**config.mk**
```make
export PLATFORM = sky130hd
export DESIGN_NAME = uart_tx_fifo
export DESIGN_NICKNAME = d
export VERILOG_FILES = /design/src/rtl/uart_tx_fifo.sv
export SDC_FILE = /design/constraint.sdc
export NUM_CORES = 1
export LEC_CHECK = 0
export CORE_ASPECT_RATIO = 2
export CORE_MARGIN = 5
export CORE_UTILIZATION = 25
export CTS_BUF_LIST = sky130_fd_sc_hd__clkbuf_2
export DETAILED_ROUTE_END_ITERATION = 6
export PLACE_DENSITY = 0.41
export SETUP_SLACK_MARGIN = 0.4
export SLEW_MARGIN = 20
export SYNTH_ARGS = -nofsm -noshare
export SYNTH_HDL_FRONTEND = slang
export SYNTH_SLANG_ARGS = --single-unit
```
**constraint.sdc**
```tcl
create_clock -name clk -period 4.9 [get_ports clk]
set_input_delay 0.98 -clock clk [delete_from_list [all_inputs] [get_ports clk]]
set_output_delay 0.98 -clock clk [all_outputs]
set_load 0.03 [all_outputs]
```
**src/rtl/uart_tx_fifo.sv**
```systemverilog
// UART transmitter with a small transmit FIFO and back-to-back frames.
// Define PARITY_EN to add the parity_odd input and a parity bit per frame.
`timescale 1ns/1ps
module uart_tx_fifo #(
  parameter int DATA_W     = 8,
  parameter int BAUD_DIV   = 2604,
  parameter int STOP_BITS  = 1,
  parameter int FIFO_DEPTH = 4
) (
  input  logic                          clk,
  input  logic                          rst,
  input  logic                          trmt,
  input  logic [DATA_W-1:0]             tx_data,
`ifdef PARITY_EN
  input  logic                          parity_odd,
`endif
  output logic                          rdy,
  output logic                          TX,
  output logic                          tx_done,
  output logic                          busy,
  output logic [$clog2(FIFO_DEPTH):0]   fifo_cnt,
  output logic                          ovf
);

  localparam int AW  = $clog2(FIFO_DEPTH);
  localparam int BCW = $clog2(BAUD_DIV);
  localparam int BW  = $clog2(DATA_W + 1);

`ifdef PARITY_EN
  typedef enum logic [2:0] {
    S_IDLE, S_START, S_DATA, S_STOP, S_PARITY
  } state_t;
`else
  typedef enum logic [2:0] {
    S_IDLE, S_START, S_DATA, S_STOP
  } state_t;
`endif

  logic [DATA_W-1:0] r_mem [FIFO_DEPTH];
  logic [AW-1:0]     r_wptr;
  logic [AW-1:0]     r_rptr;
  logic [AW:0]       r_cnt;
  logic              r_ovf;
  logic [BCW-1:0]    r_baud;
  logic [BW-1:0]     r_bit;
  logic [DATA_W-1:0] r_shift;
  logic              r_par;
  logic              r_tx;
  logic              r_done;
  state_t            r_state;

  logic              w_full;
  logic              w_push;
  logic              w_tc;
  logic              w_last_stop;
  logic              w_pop;
  logic [DATA_W-1:0] w_head;
  logic              w_par;

  assign w_full      = (r_cnt == (AW+1)'(FIFO_DEPTH));
  assign w_push      = trmt & ~w_full;
  assign w_tc        = (r_baud == BCW'(BAUD_DIV - 1));
  assign w_last_stop = (r_state == S_STOP) && w_tc
                     && (r_bit == BW'(STOP_BITS - 1));
  assign w_pop       = (r_cnt != '0)
                     && ((r_state == S_IDLE) || w_last_stop);
  assign w_head      = r_mem[r_rptr];
`ifdef PARITY_EN
  assign w_par       = (^w_head) ^ parity_odd;
`else
  assign w_par       = 1'b0;
`endif

  assign rdy      = ~w_full;
  assign TX       = r_tx;
  assign tx_done  = r_done;
  assign busy     = (r_state != S_IDLE);
  assign fifo_cnt = r_cnt;
  assign ovf      = r_ovf;

  always_ff @(posedge clk) begin
    if (w_push) r_mem[r_wptr] <= tx_data;
  end

  always_ff @(posedge clk) begin
    if (rst) begin
      r_wptr <= '0;
      r_rptr <= '0;
      r_cnt  <= '0;
      r_ovf  <= 1'b0;
    end else begin
      if (trmt && w_full) r_ovf <= 1'b1;
      if (w_push) r_wptr <= r_wptr + AW'(1);
      if (w_pop)  r_rptr <= r_rptr + AW'(1);
      unique case ({w_push, w_pop})
        2'b10:   r_cnt <= r_cnt + (AW+1)'(1);
        2'b01:   r_cnt <= r_cnt - (AW+1)'(1);
        default: r_cnt <= r_cnt;
      endcase
    end
  end

  always_ff @(posedge clk) begin
    if (rst) begin
      r_state <= S_IDLE;
      r_baud  <= '0;
      r_bit   <= '0;
      r_shift <= '0;
      r_par   <= 1'b0;
      r_tx    <= 1'b1;
      r_done  <= 1'b0;
    end else begin
      if (r_state != S_IDLE)
        r_baud <= w_tc ? '0 : r_baud + BCW'(1);
      if (w_pop) begin
        // Pop and frame load share one edge so the start bit is gapless
        r_state <= S_START;
        r_shift <= w_head;
        r_par   <= w_par;
        r_baud  <= '0;
        r_tx    <= 1'b0;
      end else begin
        unique case (r_state)
          S_IDLE: ;
          S_START: if (w_tc) begin
            r_state <= S_DATA;
            r_bit   <= '0;
            r_tx    <= r_shift[0];
          end
          S_DATA: if (w_tc) begin
            if (r_bit == BW'(DATA_W - 1)) begin
              r_bit <= '0;
`ifdef PARITY_EN
              r_state <= S_PARITY;
              r_tx    <= r_par;
`else
              r_state <= S_STOP;
              r_tx    <= 1'b1;
`endif
            end else begin
              r_bit   <= r_bit + BW'(1);
              r_shift <= r_shift >> 1;
              r_tx    <= r_shift[1];
            end
          end
`ifdef PARITY_EN
          S_PARITY: if (w_tc) begin
            r_state <= S_STOP;
            r_bit   <= '0;
            r_tx    <= 1'b1;
          end
`endif
          S_STOP: if (w_tc) begin
            if (r_bit == BW'(STOP_BITS - 1)) begin
              r_state <= S_IDLE;
              r_done  <= 1'b1;
            end else begin
              r_bit <= r_bit + BW'(1);
            end
          end
          default: r_state <= S_IDLE;
        endcase
      end
      if (w_push) r_done <= 1'b0;
    end
  end

endmodule

```
* Word-level counts from Yosys, hierarchy flattened
Memories as Yosys holds them, arrays and structs flattened. A register that Yosys moved wholly into a read port is not among the register bits. Cells that the tools add are included.
Word-level totals: RAM bits 32, register bits 37, output and inout bits 8, memories 1
Operators by class: multiplexer cells 28, equal/unequal tests 21, bitwise operators 4, reductions and logical operators 22, $add $sub $neg 6
Memories:
- r_mem | words 4, bits a word 8, rd ports 1, clocked after memory_dff 1, wr ports 1, line 39 | logic [DATA_W-1:0] r_mem [FIFO_DEPTH];
Operator list (count):
- 8-bit 2-to-1 mux | 4
- 4-bit 2-to-1 mux | 5
- 6-bit AND reduction | 3
- 3-bit 2-to-1 mux | 5
- 2-bit != test, second input constant | 7
- 12-bit by 1-bit adder with 12-bit output, second input constant | 1
- 12-bit == test, second input constant | 1
- 12-bit 2-to-1 mux | 1
- 3-bit != test, second input constant | 4
- 3-bit one-hot mux with 4 select lines | 1
- 4-bit one-hot mux with 3 select lines | 1
- 3-bit nonzero test | 4
- 1-bit 2-to-1 mux | 7
- 3-bit by 2-bit == test with 1-bit output, second input constant | 2
- 3-bit one-hot mux with 2 select lines | 1
- 3-bit AND reduction | 2
- 2-bit nonzero test | 3
- 2-bit by 1-bit adder with 2-bit output, second input constant | 2
- 4-bit by 1-bit adder with 4-bit output, second input constant | 1
- 4-bit by 3-bit == test with 1-bit output, second input constant | 1
- 1-bit logical AND | 4
- 4-bit zero test | 1
- 2-bit 2-to-1 mux | 2
- 4-bit AND reduction | 1
- other kinds (14) | 17

* Longest topological paths before layout
Gate-level depths: netlist (run 1).
depth after elaboration 7, gate-level depth with buffers 12, mapped depth without buffers 12

* Worst setup path after synthesis (run 1)
OpenSTA, ideal clock, no wires.
path kind register to register, start point register r_state[0], end point register r_cnt[2] (netlist: fifo_cnt[2]), slack 1.956 ns, data required time 4.829 ns, cell stages (with the launch flop) 12, clock period less this slack 2.944 ns, data arrival time 2.874 ns, path buffers 0, cells stage by stage dfxtp_1 -> ha_1 -> or4bb_1 -> nor4_2 -> o21ai_1 -> inv_2 -> ha_1 -> inv_1 -> fa_1 -> xor2_1 -> or3_1 -> a21oi_1
Between the ends: longest elaborated chain between the ends 7, elaborated cells between the ends (all ways) 10, those cells by class eq/ne (3); mux (1); reduce/logical (6)
Ends and longest elaborated chain:
- start, declared | line 50 | state_t r_state;
- start signal, assigned | line 105 | r_state <= S_IDLE;
- start signal, assigned | line 117 | r_state <= S_START;
- start signal, assigned | line 126 | r_state <= S_DATA;
- 3-bit by 2-bit == test with 1-bit output | line 63 | assign w_last_stop = (r_state == S_STOP) && w_tc
- 1-bit logical AND | line 63
- 1-bit logical AND | line 64 | && (r_bit == BW'(STOP_BITS - 1));
- 1-bit logical OR * | line 66 | && ((r_state == S_IDLE) || w_last_stop);
- 1-bit logical AND * | line 66
- named net w_pop | line 56 | logic w_pop;
- 2-bit by 1-bit == test with 1-bit output or 2-bit == test (tied branches) | line 95 | unique case ({w_push, w_pop})
- 3-bit one-hot mux with 2 select lines or 2-bit nonzero test (tied branches)
- end signal, assigned | line 96 | 2'b10: r_cnt <= r_cnt + (AW+1)'(1);
- end signal, assigned | line 97 | 2'b01: r_cnt <= r_cnt - (AW+1)'(1);
- end signal, assigned | line 98 | default: r_cnt <= r_cnt;
- end, declared | line 42 | logic [AW:0] r_cnt;
The timed path passes the listed nets; every way through them passes the cells marked *. A chain may end at the register's enable or synchronous reset.

* Worst setup path in the final report (run 1)
Same ends and word-level chain as after synthesis.

==> results.md, run 1 <==
* Status: complete, no violations
* Mapped cell area at between 3000 and 4000 um^2
* Ys async rst share at 0%
* Hold_ws at 482 ps
* Starting density of the core at 25.4%
* YS warnings at 0
* Finish-stage setup viols at 0
* Placed instance area at around 3400 um^2
* Worst r2r src: r_state[0]$_SDFFE_PP0P_
* H-tree Lvls at 3
* Post-synth EDFFs at 32
* Worst-path fanout max at 17
* Via count at just over 2000
* # hold bufs at CTS at 0
* Area growth syn-to-layout at 14.7%
* Critical-path cell list: ha_1 -> or4bb_1 -> nor4_2 -> o21ai_2 -> inv_2 -> ha_1 -> inv_1 -> fa_1 -> xor2_1 -> or3_1 -> a21oi_1
* R2R Path End: fifo_cnt[2]$_SDFFE_PP0P_
* CP dominant cell by count: ha_1
* Seq/Total Area, Yosys at ~55%
* Reg power frac at about half
* Port bufs at 18
* Buf+Inv Stages, Crit Path at 2
* Static leakage at ~1.2 nW
* Synth area leader: edfxtp_1
* Clock Power Share at 19.3%
* Yosys top cell area share at between 30% and 40%
* Overall routing resource usage at between 10% and 20%
* Post-DP HPWL at between 4000 and 5000 um
* Mean Syn Cell Area at around 11 um^2
* CTS root buf: clkbuf_2
* VDD IR max at 0.190 mV
* Syn Inst Count at ~280
* CP required at around 5400 ps
* Final Hold Vio Count at 0
* Gpl congestion at 0.742
* CTS tree: yes
* Worst Setup End Kind: flop
* NetSw at slightly above 0.6 mW
* Drt drc at 0
* Max Freq at around 300 MHz
* Pwr/cell area at around 460 nW/um^2
* Most common cell after layout, fill and taps aside: dfxtp_1
* Slew HR at between 50 and 60%
* R2R depth at 11
* Final period util at roughly two thirds
* Die Ht at around 170 um
* Nets at 320
* Router iterations before antenna repair at 4
* P_int at between 1 and 1.5 mW
* Rows at 57
* Switching share of power at 38.0%
* CTS Buffer Depth at 2
* Largest net degree at the start of global routing at 18
* Via/cell ratio at approximately 4.6
* Post CTS Setup Buffer Count at 0
* First-pass GRT wire length at roughly 11000 um
* Setup slack, reg-to-reg at roughly 1600 ps
* DRT iter0 DRCs at a little under 60
* Cts repair resizes at 0
* Antenna Nets Post-Route at 0
* Slowest-stage cell, CP: or4bb_1
* Number of CTS-inserted buffers at 9
* Number of antenna violations at the first check in global routing at 1
* Vias in the first global route at approximately 2100
* Share of cells above drive strength 1 at between 10% and 20%
* Worst slew pin tran at 649 ps
* Primary FF master, synth: dfxtp_1
* Pins Over Slew Limit at 0
* Fin crit period at roughly 3300 ps
* RSZ-0062 raised after global routing: false
* Max cap viols at 0
* Count of cell types in the netlist at between 40 and 50
* Critical Path Source Type: flop
* I/O pin cnt at 19
* Fin Setup TNS at 0 ps
* CP top delay family: simple AND/OR/NAND/NOR gates
* Comb pwr share at between 30% and 40%
* Commonest cells after routing, fill and taps aside: dfxtp_1, nor2_1, edfxtp_1
* Hold path start: r_shift[7]$_SDFFE_PP0P_
* Clock Latency Late Sink at 530 ps
* Hold crit path type: reg2reg
* Critical path arrival at around 3800 ps
* Drt total wl at 6680 um
* Congestion Overflow GR at 0
* Mapped Nets at between 200 and 300
* Hold depth at 2
* Core Footprint at between 10000 and 15000 um^2
* Post-Layout Inst Area at 3560 um^2
* Die Area at 14900 um^2
* WHS Endpoint: r_shift[6]$_SDFFE_PP0P_
* Die Wd at about 90 um
* Worst Path Class, Setup: reg2reg
* CTS Sinks at 70
* Drt wl/cell at around 15 um
* Clk_skew at ~19 ps
* Number of synthesized register bits at 70
* CP max stage delay at 530 ps
* Synth area leaders: edfxtp_1, dfxtp_1, mux4_2
* Reg clk slew, reported paths at approximately 230 ps
==> worst max path at each step <==
stage,startpoint,end,slack (ps),cells past startpoint
final,r_state[0]$_SDFFE_PP0P_,fifo_cnt[2]$_SDFFE_PP0P_,1550,11
after floorplan,r_state[0]$_SDFFE_PP0P_,fifo_cnt[2]$_SDFFE_PP0P_,1960,11
after global routing,r_state[0]$_SDFFE_PP0P_,fifo_cnt[2]$_SDFFE_PP0P_,1310,11
after CTS,r_state[0]$_SDFFE_PP0P_,fifo_cnt[2]$_SDFFE_PP0P_,1350,11
after detailed placement,r_state[0]$_SDFFE_PP0P_,fifo_cnt[2]$_SDFFE_PP0P_,1420,11
after global placement,r_state[0]$_SDFFE_PP0P_,fifo_cnt[2]$_SDFFE_PP0P_,1500,11
==> per-layer routing <==
layer / up-vias / GRT usage (%) / wire (um)
met5: - / 0 / 0
met4: 0 / 5.00 / 170
met3: 12 / 2.85 / 183
met2: 27 / 18.4 / 3870
met1: 1000 / 9.72 / 2450
li1: 1040 / - / -
==> layout make-up <==
cell class | instances | area (um^2)
Clock buffer | 9 | 45.0
Antenna cell | 1 | 2.50
Multi-Input combinational cell | 182 | 1300
Sequential cell | 70 | 1720
Tap cell | 147 | 184
Inverter | 14 | 52.6
Fill cell | 1258 | 8640
Timing Repair Buffer | 19 | 188
Clock inverter | 7 | 61.3
==> stage by stage <==
| stage | util, % | setup WS, ps | std cells | power, mW |
|---|---|---|---|---|
| floorplan | - | 1960 | 275 | 1.17 |
| global placement | 28.2 | 1500 | 432 | 1.34 |
| detailed placement | 28.2 | 1420 | 432 | 1.34 |
| CTS | 29.1 | 1350 | 448 | 1.66 |
| global route | 29.2 | 1310 | 449 | 1.77 |
| finish | 29.2 | 1550 | 449 | 1.63 |
==> sequential cells by signal, summed over array words and instances (netlist names), named ones only <==
register,count
r_baud,12
fifo_cnt,3
r_mem,32
r_shift,8
ovf,1
r_state,2
TX,1
r_bit,4
r_rptr,2
tx_done,1
r_wptr,2
==> power groups by stage <==
stage / Combinational (mW) / Sequential [mW] / Clock (mW)
global placement: 0.531 / 0.805 / 0
floorplan: 0.380 / 0.789 / 0
CTS: 0.535 / 0.794 / 0.333
global route: 0.593 / 0.809 / 0.364
detailed placement: 0.532 / 0.806 / 0
finish: 0.524 / 0.788 / 0.314
==> kinds of logic after synthesis <==
kind of cell	count (synthesis)	share of synthesized area (%)
AOI/OAI and AO/OA	36	7.10
xor gates and xnor gates	13	3.67
adders and majority gates	13	5.48
muxes	12	7.10
buffers and inverters	23	2.82
and+or+nand+nor	108	18.3
DFF	70	55.5
==> cell usage after synthesis, types with 2 or more instances <==
master / instances
nor2_1: 34
o211ai_1: 2
or3_1: 9
edfxtp_1: 32
nand2_1: 25
nor4bb_1: 2
xor2_1: 4
ha_1: 12
and3_1: 4
nor4b_1: 3
a21oi_1: 16
clkbuf_1: 7
nand3_1: 8
or4b_1: 2
dfxtp_1: 38
o21ai_0: 5
a31oi_1: 2
nand4b_1: 2
nor3_1: 6
a311oi_1: 5
a211oi_1: 3
inv_1: 13
nor2b_1: 2
mux4_2: 8
xnor2_1: 9
mux2i_1: 4
==> worst reg2reg max path, delay by kind of cell (launching register included) <==
family	cells	cell delay, ps
buffers and inverters	2	260
AO/OA/AOI/OAI	2	400
XOR/XNOR	1	160
flip-flops	1	430
AND/OR/NAND/NOR	3	1220
adder cells (fa/ha/maj)	3	840
(Power assumes the default switching activity.)
==> inputs of run 2 (changes only) <==
==> constraint.sdc (replaced) <==
create_clock -name clk -period 3.1 [get_ports clk]
set_input_delay 0.62 -clock clk [delete_from_list [all_inputs] [get_ports clk]]
set_output_delay 0.62 -clock clk [all_outputs]
set_load 0.03 [all_outputs]
==> run 2 against run 1 <==
  * Setup slack worse by 1200 ps
  * Sequential cell count stayed put
  * Sequential power is 59% higher
  * Combinational power is 86% higher
  * Critical endpoint unchanged
==> results.md, run 2 (same netlist as run 1, synthesis figures left out) <==
* Largest net degree at the start of global routing at 26 (+8)
* Number of CTS-inserted buffers at 9 (unchanged)
* CTS Buffer Depth at 2 (unchanged)
* Drt drc at 0 (unchanged)
* Regs by FF count: r_mem (32), r_baud (12), r_shift (8)
* Worst slew pin tran at 570 ps (-79.1 ps)
* Drt wl/cell at 15.2 um (+2.0%)
* Area growth syn-to-layout at 20.4%
* Fillcell total at 1266 (+0.64%)
* Antenna Nets Post-Route at 0 (unchanged)
* CTS Sinks at 70 (unchanged)
* Slowest-stage cell, CP: or4bb_4
* Final period util at 87.9% (+20 points)
* Port bufs at 18 (unchanged)
* R2R depth at 11 (unchanged)
* Commonest cells after routing, fill and taps aside: dfxtp_1, nor2_1, edfxtp_1
* Worst Path Class, Setup: reg2reg
* Finish-stage setup viols at 0 (unchanged)
* CP required at 3580 ps (-1790 ps)
* DRT iter0 DRCs at 72 (+22%)
* Fin Setup TNS at 0 ps (unchanged)
* Overall routing resource usage at 10.4% (+0.44 points)
* Max cap viols at 0 (unchanged)
* Vias in the first global route at 2260 (+5.2%)
* Die Area at 14900 um^2 (unchanged)
* Hold depth at 2 (unchanged)
* Via count at 2148 (+3.3%)
* Non-filler instance count after layout at 463 (+3.1%)
* Max Freq at 367 MHz (+23%)
* Post-DP HPWL at 5200 um (+4.5%)
* CTS root buf: clkbuf_2
* RSZ-0062 raised after global routing: true
* Status: complete, no violations
* Worst Setup End Kind: flop
* VDD IR max at 0.404 mV (+110%)
* CP max stage delay at 530 ps (about the same)
* Critical path arrival at 3210 ps (-610 ps)
* Slew HR at 61.9% (+5.2 points)
* Critical Path Source Type: flop
* Via/cell ratio at 4.64 (+0.19%)
* Critical-path cell list: ha_4 -> or4bb_4 -> nor4_4 -> o21ai_2 -> inv_2 -> ha_4 -> inv_1 -> fa_2 -> xor2_1 -> or3_1 -> a21oi_2
* Clock Latency Late Sink at 530 ps (about the same)
* Nets at 334 (+4.4%)
* Core Util, Final at 30.6% (+1.5 points)
* Pins Over Slew Limit at 0 (unchanged)
* H-tree Lvls at 3 (unchanged)
* Clk_skew at 30.2 ps (+10.9 ps)
* Pwr Total at 2.79 mW (+72%)
* Router iterations before antenna repair at 4 (unchanged)
* Congestion Overflow GR at 0 (unchanged)
* I/O pin cnt at 19 (unchanged)
* Fin crit period at 2730 ps (-623 ps)
* CTS tree: yes
* Reg clk slew, reported paths at 230 ps (about the same)
* CP dominant cell by count: ha_4
* Number of antenna violations at the first check in global routing at 1 (unchanged)
* Starting density of the core at 25.4% (unchanged)
* Post-Layout Inst Area at 3740 um^2 (+5.0%)
* Number of flip-flops in the largest register at 32 (unchanged)
* Die Ht at 168 um (unchanged)
* Core Footprint at 12200 um^2 (unchanged)
* Placed instance area at 3510 um^2 (+2.0%)
* Rows at 57 (unchanged)
* Pwr/cell area at 747 nW/um^2 (+64%)
* Worst-path fanout max at 4 (-13)
* Gpl congestion at 0.739 (-0.40%)
* Placed Cells at 436 (+0.93%)
* Share of cells above drive strength 1 at 17.8% (+7.1 points)
* Static leakage at 1.28 nW (+8.4%)
* # hold bufs at CTS at 0 (unchanged)
* Die Wd at 88.8 um (unchanged)
* Hold crit path type: reg2reg
* Drt total wl at 7020 um (+5.2%)
* First-pass GRT wire length at 11500 um (+3.4%)
* Register bank with the most flops: r_mem
* Final Hold Vio Count at 0 (unchanged)
-- run 2: cell types whose count changed in the layout (fill, tap and decap cells not counted), sizes merged --
| cell | delta |
|---|---|
| buf | +14 |
| clkdlybuf4s50 | -2 |
| clkinv | +2 |
| inv | -2 |
| bufinv | +1 |
| clkinvlp | -1 |
| dlygate4sd2 | +1 |
| dlymetal6s2s | +1 |
-- run 2: power breakdown --
part | internal [mW] | total (mW) | switching, mW
combinational | 0.468 | 0.976 | 0.508
sequential | 1.12 | 1.25 | 0.132
clock | 0.196 | 0.563 | 0.367
-- run 2: final timing paths --
| path | start | to | slack, ps |
|---|---|---|---|
| min reg2reg | r_shift[7]$_SDFFE_PP0P_ | r_shift[7]$_SDFFE_PP0P_ | 490 |
| max reg2reg | r_state[1]$_SDFFE_PP0P_ | fifo_cnt[2]$_SDFFE_PP0P_ | 370 |
| max | r_state[1]$_SDFFE_PP0P_ | fifo_cnt[2]$_SDFFE_PP0P_ | 370 |
| min | r_shift[7]$_SDFFE_PP0P_ | r_shift[7]$_SDFFE_PP0P_ | 490 |
-- run 2: timing repair --
item,4_1_cts,5_1_grt
setup buffers,9,1
gates resized for setup,5,4
setup endpoints to repair,2,14
pin swaps,6,1
gates cloned,0,0
-- run 2: cell type report --
cell class | instances | area, um^2 | area share (%)
flip-flops and latches | 70 | 1730 | 46.3
multi-input cells | 182 | 1350 | 36.0
repair buffers | 33 | 294 | 7.87
well taps | 147 | 184 | 4.92
clock inverters | 7 | 81.3 | 2.18
inverters | 14 | 52.6 | 1.41
clock buffers | 9 | 45.0 | 1.21
diodes | 1 | 2.50 | 0.0670
-- run 2: critical path, delay by kind of cell (launching register included) --
family                     cells  cell delay, ps
and+or+nand+nor                3            1170
adders and majority gates      3             580
DFF                            1             430
AOI/OAI and AO/OA              2             220
xor gates and xnor gates       1             150
buffers and inverters          2             120
-- run 2: metrics by stage --
stage / setup WS, ps / hold WS (ps)
2_1_floorplan: 354 / 448
3_3_place_gp: 361 / 467
3_5_place_dp: 323 / 461
4_1_cts: 348 / 495
5_1_grt: 268 / 512
6_report: 374 / 493
-- run 2: routing by layer --
layer	vias up	track usage, %	routed length (um)
li1	1061	-	-
met1	1050	10.2	2520
met2	29	19.4	4160
met3	8	2.65	181
met4	0	5.07	154
met5	-	0	0
